[config.mk]
export PLATFORM = sky130hd
export DESIGN_NAME = jtcop_gfx_romslot
export DESIGN_NICKNAME = d
export VERILOG_FILES = /design/src/rtl/jtcop_gfx_romslot.sv
export SDC_FILE = /design/constraint.sdc
export NUM_CORES = 1
export LEC_CHECK = 0
export CORE_ASPECT_RATIO = 1.5
export CORE_MARGIN = 4
export CORE_UTILIZATION = 25
export CTS_CLUSTER_DIAMETER = 200
export DETAILED_ROUTE_END_ITERATION = 8
export HOLD_SLACK_MARGIN = 0.06
export PLACE_DENSITY = 0.5
export REMOVE_ABC_BUFFERS = 1
export SYNTH_ARGS = -nofsm -noshare
export SYNTH_HDL_FRONTEND = slang
export SYNTH_SLANG_ARGS = --single-unit
[constraint.sdc]
create_clock -name clk -period 7.61 [get_ports clk]
set_input_delay 1.522 -clock clk [delete_from_list [all_inputs] [get_ports clk]]
set_output_delay 1.522 -clock clk [all_outputs]
set_load 0.02 [all_outputs]
[src/rtl/jtcop_gfx_romslot.sv]
// Single-entry graphics ROM cache that turns 32-bit tile fetches into two
// 16-bit SDRAM beats (low half first).
//
// Parameters
//   OFFSET     16-bit word base address of this ROM region in SDRAM
//   HOLD_REQ   1: sdram_req held until sdram_ack, 0: one-cycle request pulse
//
// Ports
//   clk, rst                    clock, asynchronous active-high reset
//   rom_cs, rom_addr[18:0]      tile engine word request (32-bit word address)
//   rom_data[31:0], rom_ok      cached word and hit indication (rom_ok is
//                               combinational from registered cache state)
//   sdram_req, sdram_addr[21:0] fetch request and 16-bit word address
//   sdram_ack                   arbiter accepted the request
//   sdram_dok, sdram_data[15:0] read data beat strobe and data
module jtcop_gfx_romslot #(
  parameter logic [21:0] OFFSET   = 22'h0,
  parameter bit          HOLD_REQ = 1'b1
) (
  input  logic        clk,
  input  logic        rst,
  input  logic        rom_cs,
  input  logic [18:0] rom_addr,
  output logic [31:0] rom_data,
  output logic        rom_ok,
  output logic        sdram_req,
  output logic [21:0] sdram_addr,
  input  logic        sdram_ack,
  input  logic        sdram_dok,
  input  logic [15:0] sdram_data
);

  localparam int unsigned AW = 19;
  localparam int unsigned DW = 32;
  localparam int unsigned BW = 16;
  localparam int unsigned SW = 22;

  typedef enum logic [1:0] {
    ST_IDLE    = 2'd0,
    ST_REQ     = 2'd1,
    ST_WAIT_LO = 2'd2,
    ST_WAIT_HI = 2'd3
  } state_t;

  state_t        state_q, state_d;
  logic [AW-1:0] pend_q,  pend_d;
  logic [AW-1:0] tag_q,   tag_d;
  logic [DW-1:0] data_q,  data_d;
  logic          valid_q, valid_d;
  logic [BW-1:0] stage_q, stage_d;
  logic          req_q,   req_d;
  logic [SW-1:0] saddr_q, saddr_d;
  logic          hit_c;

  // Cache lookup against the live request address
  assign hit_c    = valid_q && (tag_q == rom_addr);
  assign rom_ok   = rom_cs && hit_c;
  assign rom_data = data_q;

  assign sdram_req  = req_q;
  assign sdram_addr = saddr_q;

  // State and datapath registers
  always_ff @(posedge clk or posedge rst) begin
    if (rst) begin
      state_q <= ST_IDLE;
      pend_q  <= '0;
      tag_q   <= '0;
      data_q  <= '0;
      valid_q <= 1'b0;
      stage_q <= '0;
      req_q   <= 1'b0;
      saddr_q <= '0;
    end else begin
      state_q <= state_d;
      pend_q  <= pend_d;
      tag_q   <= tag_d;
      data_q  <= data_d;
      valid_q <= valid_d;
      stage_q <= stage_d;
      req_q   <= req_d;
      saddr_q <= saddr_d;
    end
  end

  // Next-state and fetch control
  always_comb begin
    state_d = state_q;
    pend_d  = pend_q;
    tag_d   = tag_q;
    data_d  = data_q;
    valid_d = valid_q;
    stage_d = stage_q;
    req_d   = req_q;
    saddr_d = saddr_q;

    unique case (state_q)
      ST_IDLE: begin
        if (rom_cs && !hit_c) begin
          pend_d  = rom_addr;
          // Word address doubled into 16-bit units; sum wraps at 22 bits
          saddr_d = OFFSET + SW'({rom_addr, 1'b0});
          req_d   = 1'b1;
          state_d = ST_REQ;
        end
      end
      ST_REQ: begin
        // Pulse mode drops the request after its first cycle but still
        // waits here for the acknowledge; data beats are ignored
        req_d = HOLD_REQ && !sdram_ack;
        if (sdram_ack) begin
          state_d = ST_WAIT_LO;
        end
      end
      ST_WAIT_LO: begin
        if (sdram_dok) begin
          stage_d = sdram_data;
          state_d = ST_WAIT_HI;
        end
      end
      ST_WAIT_HI: begin
        if (sdram_dok) begin
          data_d  = {sdram_data, stage_q};
          tag_d   = pend_q;
          valid_d = 1'b1;
          state_d = ST_IDLE;
        end
      end
      default: begin
        state_d = ST_IDLE;
      end
    endcase
  end

endmodule
==> metrics <==
status=completed; CP peak stage delay=0.64 ns; starting density of the core=25.6%; Skew-Pair Late Insertion Delay=0.33 ns; filler instances=1449; Setup Fix Bufs, Post-CTS=0; Hold Path Class=flop to flop; DR vias/cell=4.21; Site Rows=54; hold_buf cts=0; Worst slew margin=31.7%; Final Cycle Share=67.5%; CTS Buffer Depth=2; gr usage total=9.93%; clock transition at the registers of the reported paths=0.07 ns; top-area cell type share of the netlist area=59.9%; syn_area_per_cell=15.3 um2; dpl hpwl=5.61 mm; Synth Register Bits=90; worst path bufs/invs=2; vias in the first global route=2561; Post-CTS Resized=0; layout cell share with drive strength beyond 1=30.1%; Max Clk Rate=195 MHz; leading area contributor after synthesis=dfrtp_1; DRC Markers=0; Seq/Total Area, Yosys=59.9%; Core Util, Final=35.4%; Worst Skew=0.00759 ns; DRT Wirelength=7.97 mm; post-route ant nets=0; min cycle time layout=5.14 ns; maximum VDD drop=0.000141 V; TritonRoute pass-1 iters=4; initial antenna violation count=0; CTS buffer count=9; cells along the critical path=clkdlybuf4s50_1, xor2_1, nor4_1, nand3_1, nor3_1, clkdlybuf4s50_1; I/O pin count=96; Crit path max-delay family=buffers and inverters; die width=108 um; Cell Area, Placed=4870 um2; DR vias=2284; Antenna Cells=0; I/O Buffers=92; initial detailed-routing violation count=44; Power Density=451 nW/um2; die height=158 um; clock sinks=90; largest cells by area after synthesis=dfrtp_1 (60%), mux2_2 (23%), xor2_1 (4.2%), mux2_4 (4.0%), ha_1 (1.3%); post-synthesis cell area=3760 um2; routed len/inst=14.7 um; crit-path max FO=4; CP Launch Type=input port; R2R Setup Slk=5.24 ns; synthesis-to-layout area growth=38.1%; number of setup violations in the final report=0; placer's final routability congestion estimate=0.670; setup TNS=0 ns; Worst-Margin Slew=1.02 ns; gr ovfl total=0; Crit. End Element=output port; Leak Pwr=2.18 nW; NumNets Final=385; Clk Tree Root Cell=clkbuf_16; TritonCTS clock tree=yes; crit path DAT=3.61 ns; fin area=5190 um2; number of max-cap violations=0; Fin. Hold Viols=0; die footprint=17100 um2; most used cell, CP=clkdlybuf4s50_1; Crit-path slowest cell=clkdlybuf4s50_1; CTS H-tree depth=3; RSZ-0062 raised after global routing=false; Slew Viols, Final=0; Final Power=2.34 mW; first-pass GRT wire length=13.2 mm; Synth cell types=29; largest net degree at the start of global routing=57; Syn Inst Count=246; core region area=14700 um2; Synth Warn #=0; Worst Path Required=6.09 ns; Setup CP Type=input port to output port
==> per-layer routing <==
metal	global-route usage (%)	vias up	wire length, um
li1	-	1041	-
met1	10.8	1183	3060
met2	17.8	54	4340
met3	3.39	6	470
met4	3.61	0	104
met5	0	-	0
==> synth_stat cells <==
library cell  instances
o31a_1                1
nor3_1                2
mux2_4               10
o31ai_1               1
clkbuf_1              3
inv_1                 5
dfrtp_1              90
o22ai_1               1
nand2b_1              1
a21oi_1               1
buf_6                 1
nor4_1                4
xor2_1               18
mux2_2               76
buf_4                 3
o211a_1               1
buf_1                 4
o21ai_0               2
ha_1                  4
nand3_1               1
mux2i_1               4
buf_12                1
nor2b_1               1
xnor2_1               1
a221oi_1              1
nand4_1               1
conb_1                1
nor2_1                4
nand2_1               3
==> report_power, final <==
group          total (mW)  switching (mW)  internal [mW]
Clock               0.478           0.181          0.297
Sequential          0.865           0.141          0.724
Combinational       0.996           0.435          0.562
Total                2.34           0.756           1.58
==> metrics by stage <==
step,setup slack (ns),instances,hold slack (ns)
after floorplan,3.50,236,0.434
after global placement,2.35,526,0.451
after detailed placement,2.37,526,0.454
after CTS,2.36,542,0.469
after global routing,2.28,542,0.486
final,2.47,542,0.465
==> logic make-up (layout without fill, tap and decap cells) <==
kind of cell | count (synthesis) | in the layout | synth area share, %
muxes | 90 | 90 | 27.8
DFF | 90 | 90 | 59.9
xor gates and xnor gates | 19 | 19 | 4.43
and+or+nand+nor | 17 | 17 | 2.26
buffers and inverters | 17 | 115 | 2.63
AOI/OAI and AO/OA | 8 | 8 | 1.50
adders and majority gates | 4 | 4 | 1.33
other | 1 | 3 | 0.0998
==> flip-flops by register name (all words and copies together), names as in the netlist <==
| register | cells |
|---|---|
| sdram_req | 1 |
| tag_q | 19 |
| valid_q | 1 |
| stage_q | 16 |
| rom_data | 32 |
| state_q | 2 |
| sdram_addr | 19 |
==> placed cells by master (no fill, tap or decap), types with 2 or more instances in the layout <==
cell type / n
clkdlybuf4s50_1: 92
dfrtp_1: 90
mux2_2: 76
xor2_1: 18
mux2_4: 10
clkbuf_16: 9
nor4_1: 4
nor2_1: 4
inv_1: 4
mux2i_1: 4
ha_1: 4
conb_1: 3
o21ai_0: 2
nor3_1: 2
nand2_1: 2
bufinv_16: 2
clkinvlp_4: 2
clkbuf_1: 2
buf_4: 2
==> layout make-up <==
type	count	area (um2)	area share (%)
Clock buffer	12	246	4.75
Clock inverter	4	75.1	1.45
Inverter	5	20.0	0.386
Multi-Input combinational cell	141	1420	27.3
Sequential cell	90	2250	43.4
Tap cell	196	245	4.72
Timing Repair Buffer	94	936	18.0
==> path summary, 6_finish.rpt <==
| path | end | startpoint | cells past startpoint |
|---|---|---|---|
| setup / recovery | rom_ok | rom_addr[3] | 6 |
| hold / removal | valid_q | valid_q | 1 |
| setup reg to reg | sdram_addr[3] | tag_q[3] | 5 |
| hold reg to reg | valid_q | valid_q | 1 |
| max in group asynchronous | tag_q[16] | rst | 3 |
| min in group asynchronous | rom_data[8] | rst | 2 |
(Power assumes the default switching activity.)
